## config.mk

```make
export PLATFORM = sky130hd
export DESIGN_NAME = div_unit_flat
export DESIGN_NICKNAME = d
export VERILOG_FILES = /design/src/rtl/riscv_pkg.sv /design/src/rtl/div_unit_if.sv /design/src/rtl/div_unit_step.sv /design/src/rtl/div_unit.sv /design/src/flat_wrapper.sv
export SDC_FILE = /design/constraint.sdc
export NUM_CORES = 1
export LEC_CHECK = 0
export ABC_AREA = 1
export BUFFER_PORTS_ARGS = -buffer_cell sky130_fd_sc_hd__clkbuf_2
export CAP_MARGIN = 10
export CORE_MARGIN = 1.5
export CORE_UTILIZATION = 62
export CTS_CLUSTER_SIZE = 10
export DETAILED_ROUTE_END_ITERATION = 6
export PLACE_DENSITY = 0.88
export SLEW_MARGIN = 10
export SYNTH_ARGS = -nofsm -noshare
export SYNTH_HDL_FRONTEND = slang
export SYNTH_HIERARCHICAL = 1
export SYNTH_SLANG_ARGS = --single-unit
```

## constraint.sdc

```tcl
create_clock -name clk -period 2.55 [get_ports clk]
set_input_delay 0.255 -clock clk [delete_from_list [all_inputs] [get_ports clk]]
set_output_delay 0.255 -clock clk [all_outputs]
set_load 0.05 [all_outputs]
```

## src/rtl/riscv_pkg.sv

```systemverilog
// ============================================================================
// Module      : riscv_pkg
// Description : Shared types and constants for the RV32M divide group.
// Revision    : 1.0 - initial release
// ============================================================================
`default_nettype none

package riscv_pkg;

  typedef enum logic [1:0] {
    IDLE = 2'd0,
    CALC = 2'd1,
    DONE = 2'd2
  } div_state_t;

  localparam logic [2:0] F3_DIV  = 3'b100;
  localparam logic [2:0] F3_DIVU = 3'b101;
  localparam logic [2:0] F3_REM  = 3'b110;
  localparam logic [2:0] F3_REMU = 3'b111;

  localparam int DIV_ITER = 32;

endpackage

`default_nettype wire

```

## src/rtl/div_unit_if.sv

```systemverilog
// ============================================================================
// Module      : div_unit_if
// Description : EX-stage divide request/response bundle between pipeline and divider.
// Revision    : 1.0 - initial release
// ============================================================================
`default_nettype none

interface div_unit_if #(
  parameter int XLEN = 32
);
  logic            div_en_e;
  logic [2:0]      funct3_e;
  logic [XLEN-1:0] op_a_e;
  logic [XLEN-1:0] op_b_e;
  logic            flush_e;
  logic            div_stall;
  logic            div_done;
  logic [XLEN-1:0] div_result;

  modport master (
    output div_en_e, funct3_e, op_a_e, op_b_e, flush_e,
    input  div_stall, div_done, div_result
  );

  modport slave (
    input  div_en_e, funct3_e, op_a_e, op_b_e, flush_e,
    output div_stall, div_done, div_result
  );
endinterface

`default_nettype wire

```

## src/rtl/div_unit_step.sv

```systemverilog
// ============================================================================
// Module      : div_step
// Description : One combinational restoring-division step on unsigned magnitudes.
// Revision    : 1.0 - initial release
// ============================================================================
`default_nettype none

module div_step #(
  parameter int XLEN = 32
) (
  input  logic [XLEN-1:0] rem_in,
  input  logic [XLEN-1:0] quo_in,
  input  logic [XLEN-1:0] divisor,
  output logic [XLEN-1:0] rem_out,
  output logic [XLEN-1:0] quo_out
);
  logic [XLEN:0] w_shifted;
  logic [XLEN:0] w_diff;

  // quo_in carries the unconsumed dividend bits at its top; the MSB of the
  // 33-bit difference is set exactly when the trial subtraction underflows.
  assign w_shifted = {rem_in, quo_in[XLEN-1]};
  assign w_diff    = w_shifted - {1'b0, divisor};

  always_comb begin
    rem_out = w_shifted[XLEN-1:0];
    quo_out = {quo_in[XLEN-2:0], 1'b0};
    if (!w_diff[XLEN]) begin
      rem_out = w_diff[XLEN-1:0];
      quo_out = {quo_in[XLEN-2:0], 1'b1};
    end
  end
endmodule

`default_nettype wire

```

## src/rtl/div_unit.sv

```systemverilog
// ============================================================================
// Module      : div_unit
// Description : Iterative radix-2 DIV/DIVU/REM/REMU unit with pipeline stall.
// Revision    : 1.0 - initial release
// ============================================================================
`default_nettype none

module div_unit
  import riscv_pkg::*;
#(
  parameter int XLEN = 32
) (
  input  logic     clk,
  input  logic     rst_n,
  div_unit_if.slave div_if
);
  div_state_t      r_state, w_state_next;
  logic [5:0]      r_cnt;
  logic [XLEN-1:0] r_rem, r_quo, r_divisor;
  logic            r_is_rem, r_neg_q, r_neg_r;

  logic            w_start, w_signed, w_a_neg, w_b_neg, w_div_zero, w_ovf, w_last;
  logic [XLEN-1:0] w_mag_a, w_mag_b, w_rem_step, w_quo_step;
  logic            w_unused_f3;

  assign w_unused_f3 = div_if.funct3_e[2];
  assign w_start     = (r_state == IDLE) && div_if.div_en_e && !div_if.flush_e;
  assign w_signed    = ~div_if.funct3_e[0];
  assign w_a_neg     = w_signed & div_if.op_a_e[XLEN-1];
  assign w_b_neg     = w_signed & div_if.op_b_e[XLEN-1];
  assign w_mag_a     = w_a_neg ? (~div_if.op_a_e + 1'b1) : div_if.op_a_e;
  assign w_mag_b     = w_b_neg ? (~div_if.op_b_e + 1'b1) : div_if.op_b_e;
  assign w_div_zero  = (div_if.op_b_e == '0);
  assign w_ovf       = w_signed && (div_if.op_a_e == {1'b1, {(XLEN-1){1'b0}}})
                       && (div_if.op_b_e == '1);
  assign w_last      = (r_cnt == 6'(DIV_ITER - 1));

  div_step #(.XLEN(XLEN)) u_step (
    .rem_in  (r_rem),
    .quo_in  (r_quo),
    .divisor (r_divisor),
    .rem_out (w_rem_step),
    .quo_out (w_quo_step)
  );

  always_ff @(posedge clk or negedge rst_n) begin
    if (!rst_n) r_state <= IDLE;
    else        r_state <= w_state_next;
  end

  always_comb begin
    w_state_next      = r_state;
    div_if.div_stall  = 1'b0;
    div_if.div_done   = 1'b0;
    div_if.div_result = '0;
    case (r_state)
      IDLE: begin
        div_if.div_stall = w_start;
        if (w_start) w_state_next = (w_div_zero || w_ovf) ? DONE : CALC;
      end
      CALC: begin
        div_if.div_stall = 1'b1;
        if (w_last) w_state_next = DONE;
      end
      DONE: begin
        div_if.div_done   = ~div_if.flush_e;
        // Sign fix happens here so the registers only ever hold magnitudes.
        if (r_is_rem) div_if.div_result = r_neg_r ? (~r_rem + 1'b1) : r_rem;
        else          div_if.div_result = r_neg_q ? (~r_quo + 1'b1) : r_quo;
        w_state_next = IDLE;
      end
      default: w_state_next = IDLE;
    endcase
    if (div_if.flush_e) w_state_next = IDLE;
  end

  always_ff @(posedge clk or negedge rst_n) begin
    if (!rst_n) begin
      r_cnt     <= '0;
      r_rem     <= '0;
      r_quo     <= '0;
      r_divisor <= '0;
      r_is_rem  <= 1'b0;
      r_neg_q   <= 1'b0;
      r_neg_r   <= 1'b0;
    end else if (w_start) begin
      r_cnt     <= '0;
      r_divisor <= w_mag_b;
      r_is_rem  <= div_if.funct3_e[1];
      // Special cases load their final, already-signed answers directly.
      if (w_div_zero) begin
        r_quo   <= '1;
        r_rem   <= div_if.op_a_e;
        r_neg_q <= 1'b0;
        r_neg_r <= 1'b0;
      end else if (w_ovf) begin
        r_quo   <= {1'b1, {(XLEN-1){1'b0}}};
        r_rem   <= '0;
        r_neg_q <= 1'b0;
        r_neg_r <= 1'b0;
      end else begin
        r_quo   <= w_mag_a;
        r_rem   <= '0;
        r_neg_q <= w_a_neg ^ w_b_neg;
        r_neg_r <= w_a_neg;
      end
    end else if (r_state == CALC) begin
      r_cnt <= r_cnt + 6'd1;
      r_rem <= w_rem_step;
      r_quo <= w_quo_step;
    end
  end
endmodule

`default_nettype wire

```

## src/flat_wrapper.sv

```systemverilog
// flat-port wrapper written by rule: the top's interface ports become plain ports
module div_unit_flat import riscv_pkg::*;
#(
  parameter int XLEN = 32
)
  (clk, rst_n, div_if_div_en_e, div_if_funct3_e, div_if_op_a_e, div_if_op_b_e, div_if_flush_e, div_if_div_stall, div_if_div_done, div_if_div_result);
  div_unit_if #(.XLEN(XLEN)) div_if_i ();
  input  logic clk;
  input  logic rst_n;
  input wire logic [$bits(div_if_i.div_en_e)-1:0] div_if_div_en_e;
  input wire logic [$bits(div_if_i.funct3_e)-1:0] div_if_funct3_e;
  input wire logic [$bits(div_if_i.op_a_e)-1:0] div_if_op_a_e;
  input wire logic [$bits(div_if_i.op_b_e)-1:0] div_if_op_b_e;
  input wire logic [$bits(div_if_i.flush_e)-1:0] div_if_flush_e;
  output wire logic [$bits(div_if_i.div_stall)-1:0] div_if_div_stall;
  output wire logic [$bits(div_if_i.div_done)-1:0] div_if_div_done;
  output wire logic [$bits(div_if_i.div_result)-1:0] div_if_div_result;
  assign div_if_i.div_en_e = div_if_div_en_e;
  assign div_if_i.funct3_e = div_if_funct3_e;
  assign div_if_i.op_a_e = div_if_op_a_e;
  assign div_if_i.op_b_e = div_if_op_b_e;
  assign div_if_i.flush_e = div_if_flush_e;
  assign div_if_div_stall = div_if_i.div_stall;
  assign div_if_div_done = div_if_i.div_done;
  assign div_if_div_result = div_if_i.div_result;
  div_unit #(.XLEN(XLEN)) u_core (.clk(clk), .rst_n(rst_n), .div_if(div_if_i));
endmodule
```

======== Yosys cells after proc, flatten, opt, wreduce, memory -nomap -nowiden ========
Cells that the tools add are included.
word-level totals
  bits in registers ....................... 107
  logic and storage cells ................. 68
  output and inout bits ................... 34
operators by class
  bitwise gates (word level) .............. 9
  add/subtract/negate cells ............... 6
  equal/unequal tests ..................... 7
  reduce and logical (&&, ||, !) cells .... 10
  multiplexer cells ....................... 28
operator list
  operator                                               count
  two-way mux 32 bit                                     14
  adder 32 x 1 -> 32 bit, second input constant          4
  inverter 32 bit                                        4
  == test 32 bit, second input constant                  2
  subtractor 33 x 32 -> 33 bit                           1
  logical NOT 32 bit                                     1
  two-way mux 6 bit                                      2
  two-way mux 2 bit                                      4
  adder 6 x 1 -> 6 bit, second input constant            1
  == test 6 x 5 -> 1 bit, second input constant          1
  two-way mux 1 bit                                      6
  inequality test 3 x 2 -> 1 bit, second input constant  2
  logical AND 1 bit                                      4
  one-hot mux 2 bit (2 select lines)                     1
  AND 1 bit                                              2
  == test 2 x 1 -> 1 bit, second input constant          1
  == test 2 bit, second input constant                   1
  logical NOT 2 bit                                      1
  inverter 1 bit                                         2
  one-hot mux 1 bit (2 select lines)                     1
  AND reduction 2 bit                                    1
  nonzero test 2 bit                                     1
  logical NOT 1 bit                                      1
  logical OR 1 bit                                       1
  XOR 1 bit                                              1

======== Logic depth before layout (Yosys ltp) ========
  depth in word-level cells ............... 8
  mapped depth ............................ 19
  mapped depth without buffers ............ 18

======== Modules after synthesis ========
The synthesis kept the hierarchy.
modules (own cells, without submodules)
  module    instances  sequential area each (um^2)  cells each  area an instance (um^2)
  div_unit  1          2677.6                       1454        8907.3
  div_step  1          0.0                          714         3395.8

======== Least setup slack after synthesis ========
No wires, ideal clock.
  path type ............................... register to output
  start point ............................. register u_core.r_quo[1]
  end point ............................... output port div_if_div_result[6]
  setup slack ............................. -0.004 ns
  arrival ................................. 2.299 ns
  path buffers ............................ 0
  data required time ...................... 2.295 ns
  cell stages (with the launch flop) ...... 7
  path through ............................ dfrtp_1 -> inv_1 -> ha_1 -> nand3_1 -> nor2_1 -> o21ai_0 -> a311oi_1
on the way
  word-level cells in the longest chain between the ends .. 5
ends and longest elaborated chain
  item                    RTL line            RTL
  from (decl)             div_unit.sv:19      logic [XLEN-1:0] r_rem, r_quo, r_divisor;
  from (signal assigned)  div_unit.sv:97      r_quo <= {1'b1, {(XLEN-1){1'b0}}};
  from (signal assigned)  div_unit.sv:102     r_quo <= w_mag_a;
  from (signal assigned)  div_unit.sv:110     r_quo <= w_quo_step;
  inverter 32 bit         div_unit.sv:69      else div_if.div_result = r_neg_q ? (~r_quo + 1'b1) : r_quo;
  adder 32 x 1 -> 32 bit  div_unit.sv:69
  two-way mux 32 bit      div_unit.sv:69
  two-way mux 32 bit      div_unit.sv:68      if (r_is_rem) div_if.div_result = r_neg_r ? (~r_rem + 1'b1) : r_rem;
  two-way mux 32 bit      div_unit.sv:56      case (r_state)
  to (decl)               flat_wrapper.sv:17  output wire logic [$bits(div_if_i.div_result)-1:0] div_if_div_result;
No other way between the ends.

======== Worst setup path after layout ========
  start point ............................. register u_core.r_quo[31]
  end point ............................... register u_core.r_rem[14]
on the way
  word-level cells in the longest chain between the ends .. 4
ends and longest elaborated chain
  item                             RTL line             RTL
  subtractor 33 x 32 -> 33 bit     div_unit_step.sv:23  assign w_diff = w_shifted - {1'b0, divisor};
  two-way mux 32 bit               div_unit_step.sv:28  if (!w_diff[XLEN]) begin
  named net u_core.w_rem_step[14]  div_unit.sv:23       logic [XLEN-1:0] w_mag_a, w_mag_b, w_rem_step, w_quo_step;
  two-way mux 32 bit               div_unit.sv:107      end else if (r_state == CALC) begin
  two-way mux 32 bit               div_unit.sv:86       end else if (w_start) begin
  to (signal assigned)             div_unit.sv:93       r_rem <= div_if.op_a_e;
  to (signal assigned)             div_unit.sv:109      r_rem <= w_rem_step;
  to (decl)                        div_unit.sv:19
The timed path passes the listed nets, and every way through them passes these cells. The select of a mux whose other input is x is not followed.
A chain may end at the register's enable or synchronous reset.

==> run metrics <==
Diodes inserted 0; critical path type flop to flop; largest family of logic cells by synthesized area simple AND/OR/NAND/NOR gates; Vias 15500; DRC Markers 1; Sink Count 107; Post-Synthesis Cells 2168; Hold Path Class input port to flop; # port buffers 103; CP endpoint kind flop; setup TNS -2420 ps; Slew HR 44.5%; Final ANT Viol Nets 0; outcome finished with violations; Synth Area in Adders 4.03%; clock latency on the worst-skew pair 380 ps; most common cell after layout, fill and taps aside nand2_1; initial antenna violation count 0; failing checks DRC, setup timing; TritonCTS Buffers 9; Placed Area 0.0133 sq mm; Vias/cell 6.05; Die Width 144 microns; Fin. Hold Viols 0; Worst VDD drop 0.679 mV; Final HPWL DP 34100 microns; global-route wire length before repair 69000 microns; Area growth, synth to finish 23.0%; drt first pass iters 7; grt total ovfl 0; CTS tree done; # rows 51; Detailed Route Iter0 Violations 2388; number of flops mapped to enable cells by yosys 0; WL final 48700 microns; mux contribution to synthesized area 0%; Bufs on Longest Clock Path 2; Post-Synth Simple-Gate Area 45.0%; met1 GRT Util 57.7%; Power Total 18.0 mW; vias in the first global route 13400; P per Cell Area 1190 mW/mm^2; Post-Syn Nets 2278; Ys Warns 6; Place WS -103 ps; largest net degree at the start of global routing 102; final net count 2393; crit-path max FO 3; Placed Instances 2492; CP required 2840 ps; Post-synth ARST share 100%; Most Crowded Layer GR met2; # IOs 105; total track usage 43.8%; leakage power 7.75 nW; Synth Register Bits 107; FILL cells 1523; CTS Root Cell clkbuf_16; met2 track demand over resource 65.7%; clock period minus worst slack 2730 ps; met3 Usage GRT 10.9%; die area 0.0207 sq mm; GP Congestion 1.02; final hold slack 107 ps; fmax 366 MHz; Layout Cell Area excl Fill 0.0151 sq mm; unrepaired setup endpoints after global routing yes; post-synthesis cell type count 48; Cell Area, Synth 0.0123 sq mm; CTS H-tree depth 3; Mapped Avg Cell Area 5.67 sq um; commonest non-fill, non-tap cells in the layout 730 x nand2_1, 268 x inv_1, 243 x nor2_1; Reg clk slew, reported paths 80 ps; Core Util, Final 77.7%; fin crit share 107%; filler-free cell count of the finished design 2553; per-cell routed wire length 19.1 microns; worst setup margin -179 ps; starting density of the core 63.2%; WP data arrival 3020 ps; Max-Cap Viols 0; Main synth FF type dfrtp_1; XOR/XNOR share of the synthesized area 3.70%; die extent in y 144 microns; crit start category flop; layout cell share with drive strength beyond 1 18.6%; Clock Skews 10.9 ps; Final Max Slew Viols 0; post-synthesis compound-gate area fraction 11.7%; Core Area 0.0195 sq mm; register area share after synthesis 21.8%; setup slack, reg-to-reg -180 ps; actual slew at the worst max-slew pin 832 ps; Final Setup Violations 44
-- where the power goes --
part | internal [mW] | total [mW] | switching (mW) | leakage, nW
sequential | 2.29 | 3.16 | 0.871 | 1.29
clock | 0.815 | 1.61 | 0.799 | 0.164
combinational | 4.69 | 13.2 | 8.51 | 6.29
total | 7.80 | 18.0 | 10.2 | 7.75
-- routing by layer --
metal,up-vias,routed length (microns)
met5,-,0
met4,0,2980
met3,265,6620
met2,1182,20800
met1,6942,18300
li1,7069,-
-- Yosys cell counts (6+ instances only) --
cell type    n  area (sq um)
inv_1      285          1070
buf_4       35           263
nand3_1    167           836
buf_2       17          85.1
xor2_1      44           385
ha_1        38           475
nor3_1      30           150
buf_1        6          22.5
nor2_1     288          1080
o21bai_1     7          52.6
o21ai_0     92           460
o21ai_1     18          90.1
clkbuf_1    27           101
buf_6        9           101
o221ai_1    31           272
nand3b_1    10          75.1
nand2_1    748          2810
nand2_2     10          62.6
a21oi_1     82           410
xnor2_1      8          70.1
inv_2       11          41.3
dfrtp_1    107          2680
nand4_1     35           219
nor2_2      10          62.6
-- final cells by class --
class | instances | area [sq um] | share of cell area, %
Multi-Input combinational cell | 1673 | 8900 | 58.8
Tap cell | 265 | 332 | 2.19
Clock buffer | 9 | 225 | 1.49
Clock inverter | 7 | 113 | 0.744
Sequential cell | 107 | 2690 | 17.8
Timing Repair Buffer | 192 | 1730 | 11.4
Inverter | 300 | 1140 | 7.53
-- worst paths after layout --
kind | start | end | depth (start not counted)
setup / recovery | u_core/r_quo[31] | u_core/r_rem[14] | 15
hold / removal | div_if_funct3_e[1] | u_core/r_is_rem | 3
setup reg to reg | u_core/r_quo[31] | u_core/r_rem[14] | 15
hold reg to reg | u_core/r_divisor[27] | u_core/r_divisor[27] | 2
max in group asynchronous | rst_n | u_core/r_rem[0] | 3
min in group asynchronous | rst_n | u_core/r_rem[4] | 2
-- kinds of logic (layout without fill, tap and decap cells) --
group	Yosys count	count (layout)
AO/OA/AOI/OAI	250	250
XOR/XNOR	52	52
adder cells (fa/ha/maj)	39	39
buffers and inverters	394	508
flip-flops	107	107
AND/OR/NAND/NOR	1326	1332
-- flip-flops by register name, indices dropped and copies added (netlist names) --
| signal | count |
|---|---|
| u_core/r_cnt | 6 |
| u_core/r_is_rem | 1 |
| u_core/r_state | 2 |
| u_core/r_divisor | 32 |
| u_core/r_quo | 32 |
| u_core/r_neg_q | 1 |
| u_core/r_neg_r | 1 |
| u_core/r_rem | 32 |
-- what timing repair did --
| item | in CTS | in global routing |
|---|---|---|
| endpoints found under the hold margin | 6 | 0 |
| resized for setup | 75 | 193 |
| buffers inserted | 11 | 28 |
| cloned | 4 | 2 |
| endpoints found under the setup margin | 56 | 61 |
| pin swaps | 16 | 56 |
| hold buffers | 1 | 0 |
-- critical path: stages (launching register included) --
cell and delay, ps:
dfrtp_1 380, inv_2 60, ha_4 190, fa_2 390
inv_2 60, buf_4 90, buf_4 90, nand2_1 40
nand3_1 120, nand2_1 70, nand2_1 170, xor2_1 440
nand2_1 130, nand2_1 130, o221ai_2 120, nor2_1 160
Power figures use the tool's default switching activity.
